===== config.mk =====
export PLATFORM = sky130hd
export DESIGN_NAME = tlc_monitor
export DESIGN_NICKNAME = d
export VERILOG_FILES = /design/src/rtl/tlc_monitor.sv
export SDC_FILE = /design/constraint.sdc
export NUM_CORES = 1
export LEC_CHECK = 0
export CELL_PAD_IN_SITES_DETAIL_PLACEMENT = 0
export CELL_PAD_IN_SITES_GLOBAL_PLACEMENT = 1
export CORE_UTILIZATION = 46
export DETAILED_ROUTE_END_ITERATION = 6
export PLACE_DENSITY = 0.87
export SKIP_LAST_GASP = 1
export SLEW_MARGIN = 5
export SYNTH_ARGS = -nofsm -noshare
export SYNTH_HDL_FRONTEND = slang
export SYNTH_SLANG_ARGS = --single-unit
export TNS_END_PERCENT = 10

===== constraint.sdc =====
create_clock -name clk -period 4.45 [get_ports clk]
set_input_delay 0.445 -clock clk [delete_from_list [all_inputs] [get_ports clk]]
set_output_delay 0.445 -clock clk [all_outputs]
set_load 0.05 [all_outputs]

===== src/rtl/tlc_monitor.sv =====
// tlc_monitor: passive watchdog on the four traffic-light buses.
// Decodes each one-hot light code, enforces safety / transition / timing /
// rotation rules, latches the first fault and reports the active direction.
module tlc_monitor #(
  parameter int GREEN_MIN  = 4,
  parameter int YELLOW_MIN = 2,
  parameter int YELLOW_MAX = 8,
  parameter int ALLRED_MAX = 16,
  parameter int CNT_W      = 8
) (
  input  logic             clk,
  input  logic             rst,
  input  logic [2:0]       north_light,
  input  logic [2:0]       east_light,
  input  logic [2:0]       south_light,
  input  logic [2:0]       west_light,
  output logic             fault,
  output logic [2:0]       fault_code,
  output logic             active_valid,
  output logic [1:0]       active_dir,
  output logic [CNT_W-1:0] phase_timer,
  output logic [15:0]      rotations
);

  localparam logic [2:0] RED = 3'b100;
  localparam logic [2:0] YEL = 3'b010;
  localparam logic [2:0] GRN = 3'b001;
  localparam logic [CNT_W-1:0] CNT_MAX = '1;

  typedef enum logic [2:0] {
    F_NONE           = 3'd0,
    F_ILLEGAL_CODE   = 3'd1,
    F_CONFLICT       = 3'd2,
    F_BAD_TRANSITION = 3'd3,
    F_SHORT_GREEN    = 3'd4,
    F_BAD_YELLOW     = 3'd5,
    F_ALLRED_TIMEOUT = 3'd6,
    F_BAD_ROTATION   = 3'd7
  } fault_e;

  // Index 0=N, 1=E, 2=S, 3=W throughout.
  logic [3:0][2:0] light_in;
  assign light_in = {west_light, south_light, east_light, north_light};

  logic [3:0][2:0]       code_q, code_d;
  logic [3:0][CNT_W-1:0] timer_q, timer_d;
  logic [CNT_W-1:0]      allred_q, allred_d;
  logic [1:0]            last_q, last_d;
  logic                  last_valid_q, last_valid_d;
  // Number of in-order greens (N,E,S,W) seen since the last rotation.
  logic [2:0]            rot_step_q, rot_step_d;
  logic                  fault_q, fault_d;
  fault_e                fault_code_q, fault_code_d;
  logic                  active_valid_q, active_valid_d;
  logic [1:0]            active_dir_q, active_dir_d;
  logic [CNT_W-1:0]      phase_timer_q, phase_timer_d;
  logic [15:0]           rotations_q, rotations_d;

  // Per-edge evaluation signals.
  logic [3:0]      legal;
  logic [3:0][2:0] eff;
  logic            any_illegal, all_red, conflict;
  logic            bad_trans, short_green, bad_yellow, allred_to, bad_rot;
  logic            green_start, west_end;
  logic [1:0]      green_dir, nonred_dir;
  logic [2:0]      nonred_cnt;
  fault_e          fault_now;

  // Rule checks, fault priority and next-state for all stored state.
  always_comb begin
    // NOTE: every variable gets a default first so no path leaves it unassigned (no latches).
    code_d         = code_q;
    timer_d        = timer_q;
    allred_d       = allred_q;
    last_d         = last_q;
    last_valid_d   = last_valid_q;
    rot_step_d     = rot_step_q;
    fault_d        = fault_q;
    fault_code_d   = fault_code_q;
    rotations_d    = rotations_q;
    legal          = '0;
    eff            = code_q;
    any_illegal    = 1'b0;
    bad_trans      = 1'b0;
    short_green    = 1'b0;
    bad_yellow     = 1'b0;
    bad_rot        = 1'b0;
    green_start    = 1'b0;
    green_dir      = 2'd0;
    nonred_dir     = 2'd0;
    nonred_cnt     = 3'd0;
    fault_now      = F_NONE;

    for (int i = 0; i < 4; i++) begin
      legal[i] = $onehot(light_in[i]);
      // An illegal code is never taken as a colour: the stored one stands.
      eff[i]   = legal[i] ? light_in[i] : code_q[i];
      if (!legal[i]) any_illegal = 1'b1;
      if (eff[i] != RED) begin
        nonred_cnt = nonred_cnt + 3'd1;
        nonred_dir = 2'(i);
      end

      if (legal[i] && light_in[i] != code_q[i]) begin
        if (!((code_q[i] == RED && light_in[i] == GRN) ||
              (code_q[i] == GRN && light_in[i] == YEL) ||
              (code_q[i] == YEL && light_in[i] == RED)))
          bad_trans = 1'b1;
        if (code_q[i] == GRN && light_in[i] == YEL &&
            timer_q[i] < CNT_W'(GREEN_MIN))
          short_green = 1'b1;
        if (code_q[i] == YEL && light_in[i] == RED &&
            timer_q[i] < CNT_W'(YELLOW_MIN))
          bad_yellow = 1'b1;
        if (code_q[i] == RED && light_in[i] == GRN) begin
          green_start = 1'b1;
          green_dir   = 2'(i);
          if (last_valid_q && 2'(i) != last_q + 2'd1) bad_rot = 1'b1;
        end
        code_d[i]  = light_in[i];
        timer_d[i] = CNT_W'(1);
      end else begin
        if (code_q[i] == YEL && eff[i] == YEL && timer_q[i] == CNT_W'(YELLOW_MAX))
          bad_yellow = 1'b1;
        timer_d[i] = (timer_q[i] == CNT_MAX) ? CNT_MAX : timer_q[i] + CNT_W'(1);
      end
    end

    conflict  = (nonred_cnt >= 3'd2);
    all_red   = (nonred_cnt == 3'd0);
    allred_to = all_red && (allred_q == CNT_W'(ALLRED_MAX));
    allred_d  = !all_red ? '0 :
                (allred_q == CNT_MAX) ? CNT_MAX : allred_q + CNT_W'(1);

    if      (any_illegal) fault_now = F_ILLEGAL_CODE;
    else if (conflict)    fault_now = F_CONFLICT;
    else if (bad_trans)   fault_now = F_BAD_TRANSITION;
    else if (short_green) fault_now = F_SHORT_GREEN;
    else if (bad_yellow)  fault_now = F_BAD_YELLOW;
    else if (allred_to)   fault_now = F_ALLRED_TIMEOUT;
    else if (bad_rot)     fault_now = F_BAD_ROTATION;

    if (!fault_q && fault_now != F_NONE) begin
      fault_d      = 1'b1;
      fault_code_d = fault_now;
    end

    // A west yellow->red closes a rotation attempt, successful or not.
    west_end = legal[3] && code_q[3] == YEL && light_in[3] == RED;
    if (west_end) begin
      if (rot_step_q == 3'd4 && fault_now == F_NONE)
        rotations_d = rotations_q + 16'd1;
      rot_step_d = 3'd0;
    end

    if (green_start) begin
      last_d       = green_dir;
      last_valid_d = 1'b1;
      if ({1'b0, green_dir} == rot_step_q && !bad_rot)
        rot_step_d = rot_step_q + 3'd1;
      else if (green_dir == 2'd0)
        rot_step_d = 3'd1;
      else
        rot_step_d = 3'd0;
    end

    active_valid_d = !any_illegal && (nonred_cnt == 3'd1);
    active_dir_d   = active_valid_d ? nonred_dir : active_dir_q;
    phase_timer_d  = timer_d[active_dir_d];
  end

  // State register with asynchronous active-high reset.
  always_ff @(posedge clk or posedge rst) begin
    if (rst) begin
      code_q         <= {4{RED}};
      timer_q        <= '0;
      allred_q       <= '0;
      last_q         <= 2'd0;
      last_valid_q   <= 1'b0;
      rot_step_q     <= 3'd0;
      fault_q        <= 1'b0;
      fault_code_q   <= F_NONE;
      active_valid_q <= 1'b0;
      active_dir_q   <= 2'd0;
      phase_timer_q  <= '0;
      rotations_q    <= 16'd0;
    end else begin
      // NOTE: non-blocking assignments so every register updates from pre-edge values.
      code_q         <= code_d;
      timer_q        <= timer_d;
      allred_q       <= allred_d;
      last_q         <= last_d;
      last_valid_q   <= last_valid_d;
      rot_step_q     <= rot_step_d;
      fault_q        <= fault_d;
      fault_code_q   <= fault_code_d;
      active_valid_q <= active_valid_d;
      active_dir_q   <= active_dir_d;
      phase_timer_q  <= phase_timer_d;
      rotations_q    <= rotations_d;
    end
  end

  assign fault        = fault_q;
  assign fault_code   = fault_code_q;
  assign active_valid = active_valid_q;
  assign active_dir   = active_dir_q;
  assign phase_timer  = phase_timer_q;
  assign rotations    = rotations_q;

endmodule


==> results by group <==
Outcome
  – Status: finished, violations left
  – Failing checks: design-rule violations

GRT
  – Pin count of the biggest net entering global routing: 56
  – Initial antenna violation count: 0
  – GRT Total Usage: 0.2286
  – Number of global-route vias before repair: approximately 4700
  – GRT overflow: 0
  – First-pass GRT wire length: 22.78 mm

Route
  – DRT iter0 DRCs: between 300 and 400
  – Vias/cell: around 5.8
  – TritonRoute pass-1 iters: 7
  – Detail Route Antenna Nets: 0
  – WL/cell: approximately 17 um
  – Final wirelength: 13.49 mm
  – DRC: 6
  – Routed via count: about 4700

Power
  – Combinational power share: 0.388
  – Lkg Pwr: 3.134 nW
  – Cell-internal power: 2.159 mW
  – Sequential power share: 0.339
  – Max VDD drop: between 0.3 and 0.4 mV
  – Sw frac: 0.3595
  – Final Power: around 3.4 mW
  – Net load switching power: 1.212 mW
  – Pwr dens: a little under 500 nW/um^2
  – Clock share of power: 0.273

Floorplanning
  – Die width: between 100 and 150 um
  – Die Y: approximately 110 um
  – IO Count: 45
  – Die ar.: 12580 um^2
  – Effective utilization at floorplan: 0.4806
  – Core Box Area: between 10000 and 15000 um^2
  – Row cnt: 39

Timing
  – Least-Margin Pin Slew: around 0.96 ns
  – Hold Fails Final Rpt: 0
  – Fmax: between 0.2 and 0.25 GHz
  – Slew Limit Fails: 0
  – Minimum clock period: 4.398 ns
  – Setup-failing EPs final: 0
  – Worst clock skew: between 0.006 and 0.007 ns
  – Slew HR: 0.3610
  – Worst Slack Setup Final: 0.05216 ns
  – Tcrit/Tclk final: 0.9883

Setup path
  – Crit path required time: 4.67 ns
  – Arr. time, crit path: roughly 4.6 ns
  – Crit path launch type: input pin
  – R2R cell count: 16
  – Crit Path Category: in2reg
  – Largest fanout on the critical path: 7
  – Critical Path End Type: register

Logic synthesis
  – Cell Area, Synth: approximately 5600 um^2
  – Count leader, synth: dfrtp_1
  – Post-Synthesis Cells: between 500 and 600
  – Seq cells post-synth: between 80 and 90
  – Number of distinct library cells after synthesis: 70
  – Synthesized net count: between 600 and 700
  – Post-synth EDFFs: 0
  – Area contributors post-synth: dfrtp_1, xnor2_1, mux2i_1
  – Area share of the largest cell type after synthesis: 0.3811
  – Top cell type by total area after synthesis: dfrtp_1
  – Yosys warns: 0
  – Sequential area share after synthesis: 0.3999
  – Post-synth ARST share: 1.000
  – Synth Area per Inst: ~9.6 um^2
  – Most frequent cells after synthesis: dfrtp_1, inv_1, nor2_1
  – Most used DFF post-synth: dfrtp_1

Placed design
  – Port buffer count: 44
  – Final estimated routing congestion in global placement: ~0.89
  – Final HPWL DP: between 9 and 10 mm
  – Setup slack after placement: -0.3246 ns

Layout
  – ANT cells: 0
  – Layout cells sized above 1: 0.1501
  – Final nets: 702
  – Area growth from synthesis to layout: 24.82%

Hold path
  – WHS Path Cells: 2
  – Hold Path Class: reg2reg

Clocking
  – CTS sink count: 89
  – Clock buffer depth: 2
  – Clk_lat worst skew: ~0.36 ns
  – CTS buffer count: 9
  – Clock transition at path regs: around 0.06 ns
  – CTS tree: built
  – H-tree Lvls: 3
  – Root buffer cell: clkbuf_16

Job
  – Max cap viols: 0
[cell type report]
cell class	count	area, um^2
tap	143	178.9
multi-input combinational	432	3159
clock buffer	11	232.7
clock inverter	5	127.6
sequential	89	2232
timing repair buffer	91	865.8
fill	983	4647
inverter	45	170.2
[per-layer routing]
layer	routed length (um)	part of all wire	GRT usage
met1	5880	0.44	0.2830
met2	6856	0.51	0.3967
met3	594	0.044	0.05886
met4	163	0.012	0.06044
met5	0	0	0
[power by group through the flow]
stage               Clock [mW]  Combinational [mW]  Sequential (mW)
floorplan                    0               0.782             1.16
detailed placement           0                1.16             1.15
CTS                      0.942                1.18             1.14
global route             0.974                1.44             1.17
finish                   0.920                1.31             1.14
global placement             0                1.13             1.14
[worst max-delay path, cell delays in order]
cell	delay, ns
clkdlybuf4s50_1	0.50
inv_1	0.09
fa_1	0.52
nand2b_4	0.19
nor2_1	0.11
a21oi_1	0.06
and3_1	0.22
ha_1	0.31
inv_1	0.08
xnor2_2	0.25
ha_4	0.25
a21oi_2	0.18
a32oi_4	0.16
nor3_4	0.26
mux2i_4	0.41
clkbuf_16	0.22
mux2i_1	0.22
mux2i_1	0.12
[layout by cell type (no fill, tap or decap), types with 14 or more instances in the layout]
cell type / instances
nor3_1: 20
inv_1: 43
xnor2_1: 37
nand3_1: 35
nand2_1: 33
buf_4: 42
dfrtp_1: 85
ha_1: 15
nor2_1: 42
o21ai_0: 14
clkdlybuf4s50_1: 44
mux2i_1: 22
nand4_1: 16
a21oi_1: 35
[flip-flops by register name (all words and copies together) (netlist names), 2 cells and up]
name,count
timer_q,32
rotations,16
code_q,12
allred_q,8
phase_timer,8
fault_code,3
rot_step_q,3
active_dir,2
last_q,2
[timing repair]
| item | in CTS | in global routing |
|---|---|---|
| buffers inserted | 0 | 2 |
| hold buffers | 0 | 0 |
| endpoints found under the setup margin | 0 | 23 |
| gates resized for setup | 0 | 19 |
[metrics by stage]
stage	hold slack, ns	util	area (um^2)	cells	TNS [ns]
3_5_place_dp	0.4421	0.5549	6445	796	-5.584
6_report	0.4571	0.5999	6967	816	0
4_1_cts	0.4594	0.5860	6805	812	0
5_1_grt	0.4975	0.5999	6967	816	-0.3810
2_1_floorplan	0.4140	-	5582	584	0
3_3_place_gp	0.4425	0.5549	6445	796	-0.7522
[kinds of logic after synthesis]
family,after synthesis,synth area share
AOI/OAI and AO/OA,98,0.1132
xor gates and xnor gates,48,0.07532
adders and majority gates,20,0.05021
buffers and inverters,63,0.05133
DFF,89,0.3999
muxes,34,0.06501
and+or+nand+nor,232,0.2450
[worst paths after layout]
| kind | from | to | slack, ns |
|---|---|---|---|
| min in group asynchronous | rst | rotations[3] | 0.57 |
| max in group asynchronous | rst | code_q[2] | 2.87 |
| worst max-delay path | north_light[2] | phase_timer[3] | 0.05 |
| worst min-delay path | last_valid_q | last_valid_q | 0.46 |
| worst max register to register | code_q[2] | phase_timer[3] | 0.95 |
| worst min register to register | last_valid_q | last_valid_q | 0.46 |
Note: power is estimated with default switching activity, not from simulation.
